===== src/rtl/acc_dualwb_serializer_if.sv =====
// Response-in / writeback-out bundle for the dual-writeback serializer.
// The master drives responses and writeback ready; the slave is the serializer.
interface acc_dualwb_serializer_if #(
  parameter int DataWidth = 32
);
  logic [2*DataWidth-1:0] in_data;
  logic                   in_dualwb;
  logic [DataWidth-1:0]   in_hart_id;
  logic [4:0]             in_rd;
  logic                   in_error;
  logic                   in_valid;
  logic                   in_ready;

  logic [DataWidth-1:0]   out_data;
  logic [DataWidth-1:0]   out_hart_id;
  logic [4:0]             out_rd;
  logic                   out_error;
  logic                   out_last;
  logic                   out_valid;
  logic                   out_ready;
  logic                   busy;

  modport master (
    output in_data, in_dualwb, in_hart_id, in_rd, in_error, in_valid, out_ready,
    input  in_ready, out_data, out_hart_id, out_rd, out_error, out_last, out_valid, busy
  );

  modport slave (
    input  in_data, in_dualwb, in_hart_id, in_rd, in_error, in_valid, out_ready,
    output in_ready, out_data, out_hart_id, out_rd, out_error, out_last, out_valid, busy
  );
endinterface


===== src/rtl/acc_dualwb_serializer.sv =====
// Buffers accelerator responses and splits dual-writeback responses into
// two single-register writes (rd, then rd+1) for a one-port register file.
module acc_dualwb_serializer #(
  parameter int DataWidth = 32,
  parameter int Depth     = 2
) (
  input logic                    clk_i,
  input logic                    rst_i,
  acc_dualwb_serializer_if.slave bus
);
  localparam int PtrWidth = (Depth > 1) ? $clog2(Depth) : 1;
  localparam int CntWidth = $clog2(Depth + 1);
  localparam logic [PtrWidth-1:0] LastPtr = PtrWidth'(Depth - 1);
  localparam logic [CntWidth-1:0] CntFull = CntWidth'(Depth);

  localparam logic [0:0] STATE_FIRST  = 1'b0;
  localparam logic [0:0] STATE_SECOND = 1'b1;

  typedef struct packed {
    logic [2*DataWidth-1:0] data;
    logic                   dualwb;
    logic [DataWidth-1:0]   hart_id;
    logic [4:0]             rd;
    logic                   error;
  } entry_t;

  entry_t entry_mem [Depth];

  logic [PtrWidth-1:0] wr_ptr_reg, wr_ptr_next;
  logic [PtrWidth-1:0] rd_ptr_reg, rd_ptr_next;
  logic [CntWidth-1:0] cnt_reg, cnt_next;
  logic [0:0]          state_reg, state_next;

  entry_t head;
  entry_t wr_entry;
  logic   full;
  logic   empty;
  logic   push;
  logic   pop;
  logic   out_fire;
  logic   beat_last;
  logic   in_second;

  function automatic logic [PtrWidth-1:0] ptr_inc(input logic [PtrWidth-1:0] ptr);
    return (ptr == LastPtr) ? '0 : ptr + 1'b1;
  endfunction

  assign full      = (cnt_reg == CntFull);
  assign empty     = (cnt_reg == '0);
  assign in_second = (state_reg == STATE_SECOND);

  // Full means no accept, even if the head pops this cycle: in_ready stays
  // a pure function of registered state.
  assign push = bus.in_valid && !full;

  assign head     = entry_mem[rd_ptr_reg];
  assign wr_entry = '{data:    bus.in_data,
                      dualwb:  bus.in_dualwb,
                      hart_id: bus.in_hart_id,
                      rd:      bus.in_rd,
                      error:   bus.in_error};

  // Errored responses always collapse to one beat regardless of dualwb.
  assign beat_last = in_second || !(head.dualwb && !head.error);
  assign out_fire  = !empty && bus.out_ready;
  assign pop       = out_fire && beat_last;

  assign bus.in_ready    = !full;
  assign bus.out_valid   = !empty;
  assign bus.out_last    = !empty && beat_last;
  assign bus.out_data    = in_second ? head.data[2*DataWidth-1:DataWidth]
                                     : head.data[DataWidth-1:0];
  assign bus.out_rd      = in_second ? head.rd + 5'd1 : head.rd;
  assign bus.out_hart_id = head.hart_id;
  assign bus.out_error   = head.error;
  assign bus.busy        = !empty;

  always_comb begin
    wr_ptr_next = wr_ptr_reg;
    rd_ptr_next = rd_ptr_reg;
    cnt_next    = cnt_reg;
    state_next  = state_reg;

    if (push) wr_ptr_next = ptr_inc(wr_ptr_reg);
    if (pop)  rd_ptr_next = ptr_inc(rd_ptr_reg);

    case ({push, pop})
      2'b10:   cnt_next = cnt_reg + 1'b1;
      2'b01:   cnt_next = cnt_reg - 1'b1;
      default: cnt_next = cnt_reg;
    endcase

    if (out_fire) begin
      if (!in_second && !beat_last) state_next = STATE_SECOND;
      else                          state_next = STATE_FIRST;
    end
  end

  always_ff @(posedge clk_i) begin
    if (rst_i) begin
      wr_ptr_reg <= '0;
      rd_ptr_reg <= '0;
      cnt_reg    <= '0;
      state_reg  <= STATE_FIRST;
    end else begin
      wr_ptr_reg <= wr_ptr_next;
      rd_ptr_reg <= rd_ptr_next;
      cnt_reg    <= cnt_next;
      state_reg  <= state_next;
    end
  end

  // Storage is left unreset; the count alone decides which entries are live.
  always_ff @(posedge clk_i) begin
    if (push && !rst_i) entry_mem[wr_ptr_reg] <= wr_entry;
  end
endmodule


===== src/flat_wrapper.sv =====
// flat-port wrapper written by rule: the top's interface ports become plain ports
module acc_dualwb_serializer_flat 
#(
  parameter int DataWidth = 32,
  parameter int Depth     = 2
)
  (clk_i, rst_i, bus_in_data, bus_in_dualwb, bus_in_hart_id, bus_in_rd, bus_in_error, bus_in_valid, bus_out_ready, bus_in_ready, bus_out_data, bus_out_hart_id, bus_out_rd, bus_out_error, bus_out_last, bus_out_valid, bus_busy);
  acc_dualwb_serializer_if #(.DataWidth(DataWidth)) bus_i ();
  input logic clk_i;
  input logic rst_i;
  input wire logic [$bits(bus_i.in_data)-1:0] bus_in_data;
  input wire logic [$bits(bus_i.in_dualwb)-1:0] bus_in_dualwb;
  input wire logic [$bits(bus_i.in_hart_id)-1:0] bus_in_hart_id;
  input wire logic [$bits(bus_i.in_rd)-1:0] bus_in_rd;
  input wire logic [$bits(bus_i.in_error)-1:0] bus_in_error;
  input wire logic [$bits(bus_i.in_valid)-1:0] bus_in_valid;
  input wire logic [$bits(bus_i.out_ready)-1:0] bus_out_ready;
  output wire logic [$bits(bus_i.in_ready)-1:0] bus_in_ready;
  output wire logic [$bits(bus_i.out_data)-1:0] bus_out_data;
  output wire logic [$bits(bus_i.out_hart_id)-1:0] bus_out_hart_id;
  output wire logic [$bits(bus_i.out_rd)-1:0] bus_out_rd;
  output wire logic [$bits(bus_i.out_error)-1:0] bus_out_error;
  output wire logic [$bits(bus_i.out_last)-1:0] bus_out_last;
  output wire logic [$bits(bus_i.out_valid)-1:0] bus_out_valid;
  output wire logic [$bits(bus_i.busy)-1:0] bus_busy;
  assign bus_i.in_data = bus_in_data;
  assign bus_i.in_dualwb = bus_in_dualwb;
  assign bus_i.in_hart_id = bus_in_hart_id;
  assign bus_i.in_rd = bus_in_rd;
  assign bus_i.in_error = bus_in_error;
  assign bus_i.in_valid = bus_in_valid;
  assign bus_i.out_ready = bus_out_ready;
  assign bus_in_ready = bus_i.in_ready;
  assign bus_out_data = bus_i.out_data;
  assign bus_out_hart_id = bus_i.out_hart_id;
  assign bus_out_rd = bus_i.out_rd;
  assign bus_out_error = bus_i.out_error;
  assign bus_out_last = bus_i.out_last;
  assign bus_out_valid = bus_i.out_valid;
  assign bus_busy = bus_i.busy;
  acc_dualwb_serializer #(.DataWidth(DataWidth), .Depth(Depth)) u_core (.clk_i(clk_i), .rst_i(rst_i), .bus(bus_i));
endmodule

===== config.mk =====
export PLATFORM = sky130hd
export DESIGN_NAME = acc_dualwb_serializer_flat
export DESIGN_NICKNAME = d
export VERILOG_FILES = /design/src/rtl/acc_dualwb_serializer_if.sv /design/src/rtl/acc_dualwb_serializer.sv /design/src/flat_wrapper.sv
export SDC_FILE = /design/constraint.sdc
export NUM_CORES = 1
export LEC_CHECK = 0
export BUFFER_PORTS_ARGS = -buffer_cell sky130_fd_sc_hd__buf_4
export CORE_AREA = 2 2 153 155
export DETAILED_ROUTE_END_ITERATION = 6
export DIE_AREA = 0 0 155 157
export HOLD_SLACK_MARGIN = 0.05
export PLACE_DENSITY = 0.59
export SYNTH_ARGS = -nofsm -noshare
export SYNTH_HDL_FRONTEND = slang
export SYNTH_SLANG_ARGS = --single-unit

===== constraint.sdc =====
create_clock -name clk_i -period 9.68 [get_ports clk_i]
set_input_delay 1.936 -clock clk_i [delete_from_list [all_inputs] [get_ports clk_i]]
set_output_delay 1.936 -clock clk_i [all_outputs]
set_load 0.005 [all_outputs]

# After elaboration in Yosys (flattened, before gate mapping)
# Memories as Yosys holds them, arrays and structs flattened. A register that Yosys moved wholly into a read port is not among the register bits.
# Cells that the tools add are included.
# word_totals
regBits	5
mem_bits_rw	206
latchBits	0
word_cells	40
rom_bits	0
memories	1
# classes
n_mux	10
bitwise_logic	0
n_div	0
eq_ne	3
n_shift	0
n_reduce_logical	17
mul	0
add_sub_neg	5
order_cmp	0
# memory_table
name	words	word_bits	rd	rd_clocked_by_memory_dff	wr	line	rtl
u_core.entry_mem	2	103	1	1	1	acc_dualwb_serializer.sv:27	entry_t entry_mem [Depth];
# op_table
cell	count
$mux W32	1
$logic_and A1 B1 Y1	7
$logic_not A1 Y1	7
$mux W1	7
$add A5 B1 Y5 const B	1
$mux W5	1
$eq A2 B2 Y1 const B	2
$pmux W2 S2	1
$add A1 B1 Y1 const B	2
$add A2 B1 Y2 const B	1
$eq A2 B1 Y1 const B	1
$logic_not A2 Y1	1
$reduce_bool A2 Y1	1
$sub A2 B1 Y2 const B	1
$logic_or A1 B1 Y1	1

# Depth between registers and ports, before layout
# Gate-level depths: netlist of run 1.
# depth
depth_word	7
ltp_mapped	7

# Worst setup path after synthesis of run 1
# Ideal clock, no wire load.
# synth_path
path_kind	input-to-reg
startpoint	input port rst_i
endpoint	memory u_core.entry_mem[1][0] (netlist bit), enable pin
setup_slack_ps	-663
n_path_buf	1
stages	2
required_ps	8968
t_arrival_ps	9631
path_cell_list	buf_1 > nor3b_1
# synth_via
elab_chain_cells	4
# synth_lines
element	line	rtl
start, declared	flat_wrapper.sv:10	input logic rst_i;
$logic_not A1 Y1	acc_dualwb_serializer.sv:115	if (push && !rst_i) entry_mem[wr_ptr_reg] <= wr_entry;
$logic_and A1 B1 Y1	acc_dualwb_serializer.sv:115	
$mux W1	acc_dualwb_serializer.sv:115	
$mux W1 (not written as such)	acc_dualwb_serializer.sv:115	
end, declared	acc_dualwb_serializer.sv:27	
# Every way passes these cells.

==> flow_metrics.tcl, run 1 <==
set metrics [dict create \
    status "finished clean" \
    crit_end "bus_out_data[9]" \
    drive_above_1_share_pct 53.5 \
    coreArea_um2 22500 \
    cts-hold-fix-buffers 0 \
    fillCellCount 1888 \
    antenna_cells 0 \
    htree_levels 1 \
    totalPowerFinal_mw 2.39 \
    syn_inst 334 \
    ir_worst_vdd_v 0.000108 \
    drtAntennaViolNets 0 \
    yosysTopAreaCellShare_pct 78.8 \
    ys.flop_type "edfxtp_1" \
    routed_wirelength_mm 15.0 \
    dieWidth_um 155 \
    reg2reg_slack_ns 6.87 \
    final_util_pct 45.5 \
    rr_worst_depth 6 \
    critical_path.endpoint_type "output pin" \
    yosysSeqAreaShare_pct 80.3 \
    grt_max_degree 58 \
    synth_cell_types 29 \
    hp-class "register to register" \
    grt_first_pass_wirelength_mm 22.6 \
    fin_crit_sh_pct 47.9 \
    fin_hold_ws_ns 0.529 \
    fin_skew_ns 0.00734 \
    first_pass_iters 4 \
    grt_antenna_before_repair 0 \
    portBuffers 180 \
    die-area_um2 24300 \
    viasPerCell 4.68 \
    grt.total_usage_pct 12.0 \
    tightest_slew_ns 1.17 \
    finalHoldViolCount 0 \
    p_per_area_nw_per_um2 233 \
    grt_pass1_vias 4199 \
    gp_congestion 0.703 \
    crit_type "register to output pin" \
    synth_area_leaders "edfxtp_1 (79%), mux4_2 (9.2%), mux2_2 (5.3%), dfxtp_1 (1.5%), buf_4 (0.67%)" \
    yosysTopAreaCell "edfxtp_1" \
    cts_tree "built" \
    die_h_um 157 \
    cts_sinks 212 \
    nNetsFinal 639 \
    required_ns 7.74 \
    maxCapViolations 0 \
    final.min_clock_period_ns 4.64 \
    cts_resized 0 \
    yosysWarningCount 0 \
    dp_slack_ns 5.46 \
    setup_violations 0 \
    async_flop_share_pct 0 \
    netlist_area_um2 7850 \
    syn_nets 443 \
    clk_pin_slew_worst_paths_ns 0.06 \
    drt_iter0_markers 161 \
    synth_edf_count 206 \
    routed-via-count 3886 \
    cts_made_buffers 23 \
    clockBufferDepth 3 \
    root_buffer "clkbuf_16" \
    largest_reg_flops 206 \
    startpoint_type "register" \
    dp_hpwl_mm 9.42 \
    rows 55 \
    crit_path_max_fanout 43 \
    cts_setup_buffers 0 \
    p_leak_nw 3.60 \
    setup_ws_ns 5.04 \
    r2r-end "u_core.cnt_reg[1]" \
    finalSetupTns_ns 0 \
    avgSynthCellArea_um2 23.5 \
    synth_seq_cells 212 \
    route.detailed.wl_per_inst_um 18.0 \
    syn2layout_area_growth_pct 30.5 \
    arrival_ns 2.70 \
    drv_slew 0 \
    grt-ovfl-total 0 \
    clk_latency_ns 0.49 \
    start_util_pct 34.9 \
    pin_count 181 \
    fmax_mhz 216 \
    rsz0062_at_grt "no" \
    maxSlewHeadroom_pct 22.2 \
    drc 0 \
]
## cell usage after synthesis, drive strengths merged, types with 3 or more instances
cell type and count:
a21oi 3, buf 14, dfxtp 6, edfxtp 206, mux2 39, mux4 32
nand2 3, nor3b 3, o21ai 3, xnor2 3, xor2 3
## report_power, final
part           internal (mW)  switching [mW]  leakage, nW
sequential              1.09          0.0479         1.94
clock                  0.508           0.316        0.348
combinational          0.254           0.171         1.31
total                   1.85           0.535         3.60
## stage by stage
| step | instance area, um^2 | cells |
|---|---|---|
| after floorplan | 7860 | 334 |
| after global placement | 9530 | 790 |
| after detailed placement | 9530 | 790 |
| after CTS | 10200 | 831 |
| after global routing | 10200 | 831 |
| final | 10200 | 831 |
## how the worst min path moves through the flow
| stage | to | cells after the start | startpoint |
|---|---|---|---|
| CTS | u_core.cnt_reg[1] | 2 | u_core.cnt_reg[1] |
| finish | u_core.cnt_reg[1] | 2 | u_core.cnt_reg[1] |
| global placement | u_core.cnt_reg[1] | 2 | u_core.cnt_reg[1] |
| floorplan | u_core.cnt_reg[1] | 2 | u_core.cnt_reg[1] |
| detailed placement | u_core.cnt_reg[1] | 2 | u_core.cnt_reg[1] |
| global route | u_core.cnt_reg[1] | 2 | u_core.cnt_reg[1] |
## critical path, cell delays in order (launching register included)
cell and delay [ns]:
dfxtp_4 0.74, buf_4 0.66, mux4_2 0.61, buf_4 0.16
## layout by cell type (no fill, tap or decap), drive strengths merged
cell type	count
nor4b	1
nor3b	3
clkbuf	36
o21ai	3
mux4	32
nor2	2
nor3	2
or2	1
xor2	3
mux2	39
dfxtp	6
edfxtp	206
o21bai	1
nor2b	2
inv	2
xnor2	3
mux2i	2
a21oi	3
nand2	3
and4bb	1
bufinv	2
clkinv	3
nand4	1
or3	2
buf	185
ha	2
## per-layer routing
layer,up-vias,global-route usage [%],routed length [um]
met5,-,0,0
met4,0,2.82,286
met3,24,4.54,1320
met2,138,21.3,7560
met1,1954,13.8,5810
li1,1770,-,-
## cell type report
type	instances	area [um^2]	area share, %
Sequential cell	212	6310	61.6
Clock buffer	36	644	6.29
Multi-Input combinational cell	106	1460	14.3
Tap cell	285	357	3.48
Clock inverter	5	73.8	0.721
Timing Repair Buffer	185	1390	13.6
Inverter	2	7.51	0.0733
## cells by family (layout without fill, tap and decap cells)
| logic type | count (synthesis) | count (layout) | share of synthesized area [%] |
|---|---|---|---|
| AO/OA/AOI/OAI | 7 | 7 | 0.478 |
| XOR/XNOR | 6 | 6 | 0.669 |
| adder cells (fa/ha/maj) | 2 | 2 | 0.319 |
| buffers and inverters | 16 | 228 | 1.35 |
| flip-flops | 212 | 212 | 80.3 |
| multiplexers | 73 | 73 | 15.0 |
| AND/OR/NAND/NOR | 18 | 18 | 1.85 |
Power figures use the tool's default switching activity.
==> run 2, diff against run 1 <==
==> constraint.sdc (replaced) <==
create_clock -name clk_i -period 4.1 [get_ports clk_i]
set_input_delay 0.82 -clock clk_i [delete_from_list [all_inputs] [get_ports clk_i]]
set_output_delay 0.82 -clock clk_i [all_outputs]
set_load 0.005 [all_outputs]
==> flow_metrics.tcl, run 2 (synthesis results as in run 1) <==
set metrics [dict create \
    syn2layout_area_growth_pct 30.5 \
    finalHoldViolCount 0 \
    portBuffers 180 \
    drt_iter0_markers 214 \
    critical_path.endpoint_type "output pin" \
    top_layer_used "met4" \
    cts_made_buffers 23 \
    tightest_slew_ns 0.856 \
    arrival_ns 2.35 \
    worstPathCellList "mux2_2 -> ha_1 -> nand2_1 -> nor3b_2 -> xnor2_1 -> buf_4" \
    fin_skew_ns 0.00970 \
    crit_type "register to output pin" \
    clockBufferDepth 3 \
    grt_antenna_before_repair 0 \
    cts_setup_buffers 0 \
    post_dp_cell_area_um2 9570 \
    grt.total_usage_pct 12.4 \
    crit_path_max_fanout 26 \
    viasPerCell 4.71 \
    most-common-layout-cells "edfxtp_1 (206), buf_4 (183), mux2_2 (37), mux4_2 (32), clkbuf_16 (23)" \
    largest_reg_flops 206 \
    coreArea_um2 22500 \
    finalSetupTns_ns 0 \
    critPathTopFamily "flip-flops" \
    final.min_clock_period_ns 3.17 \
    fin_crit_sh_pct 77.3 \
    ir_worst_vdd_v 0.000300 \
    cts-hold-fix-buffers 0 \
    p_per_area_nw_per_um2 543 \
    startpoint_type "register" \
    start_util_pct 34.9 \
    required_ns 3.28 \
    grt_max_degree 60 \
    layout_commonest_cell "edfxtp_1" \
    routed-via-count 3918 \
    hp-class "register to register" \
    die-area_um2 24300 \
    clk_pin_slew_worst_paths_ns 0.05 \
    drtAntennaViolNets 0 \
    crit_buf_inv 1 \
    route.detailed.wl_per_inst_um 18.8 \
    cts_sinks 212 \
    gp_congestion 0.729 \
    hp-start "u_core.cnt_reg[1]" \
    grt_pass1_vias 4320 \
    dp_hpwl_mm 10.1 \
    status "finished clean" \
    clk_latency_ns 0.49 \
    wl_met3_mm 1.31 \
    setup_violations 0 \
    dieWidth_um 155 \
    nNetsFinal 640 \
    drive_above_1_share_pct 53.4 \
    pin_count 181 \
    cts_resized 0 \
    die_h_um 157 \
    root_buffer "clkbuf_16" \
    slowest_delay_ns 0.68 \
    antenna_cells 0 \
    worst_path_max_delay_cell "dfxtp_4" \
    fmax_mhz 316 \
    htree_levels 1 \
    rows 55 \
    rsz0062_at_grt "no" \
    grt-ovfl-total 0 \
    p_leak_nw 3.60 \
    maxSlewHeadroom_pct 42.9 \
    final_area_um2 10200 \
    drc 0 \
    wl_met1_mm 6.50 \
    maxCapViolations 0 \
    wl_met2_mm 7.60 \
    grt_first_pass_wirelength_mm 23.4 \
    first_pass_iters 4 \
    cts_tree "built" \
    totalPowerFinal_mw 5.57 \
    drv_slew 0 \
    routed_wirelength_mm 15.6 \
]
## run 2: cell count changes in the layout (fill, tap and decap cells not counted), sizes merged
cell and delta:
buf +1, clkinv +3, clkbuf -2, bufinv -1
## run 2: metrics by stage
stage / util, % / hold WS (ns) / worst slack (ns) / instances
2_1_floorplan: - / 0.472 / 0.0203 / 334
3_3_place_gp: 42.5 / 0.484 / 1.38 / 791
3_5_place_dp: 42.5 / 0.506 / 1.39 / 791
4_1_cts: 45.5 / 0.483 / 0.836 / 832
5_1_grt: 45.5 / 0.488 / 0.726 / 832
6_report: 45.5 / 0.509 / 0.933 / 832
## run 2: path summary, 6_finish.rpt
| check | to | slack [ns] | cells after the start |
|---|---|---|---|
| worst max-delay path | bus_out_rd[4] | 0.93 | 6 |
| worst min-delay path | u_core.cnt_reg[1] | 0.51 | 2 |
| worst max register to register | u_core.cnt_reg[1] | 1.69 | 6 |
| worst min register to register | u_core.cnt_reg[1] | 0.51 | 2 |
## run 2: layer usage
layer  track usage [%]  vias to the layer above
met2              21.1                      151
met3              3.96                       19
li1                  -                     1774
met4              3.17                        0
met5                 0                        -
met1              15.5                     1974
## run 2: power breakdown
group          internal (mW)  switching [mW]
sequential              2.57          0.0988
clock                   1.10           0.752
combinational          0.616           0.425
## run 2: tightest hold or removal path, stage by stage (launching register included)
cell     delay, ns
dfxtp_1       0.32
o21ai_0       0.08
a21oi_1       0.06
## run 2: area by class of cell
type,instances,area (um^2)
Fill cell,1934,12300
Inverter,2,7.51
Tap cell,285,357
Multi-Input combinational cell,106,1460
Clock buffer,34,617
Timing Repair Buffer,186,1430
Clock inverter,7,57.6
Sequential cell,212,6310
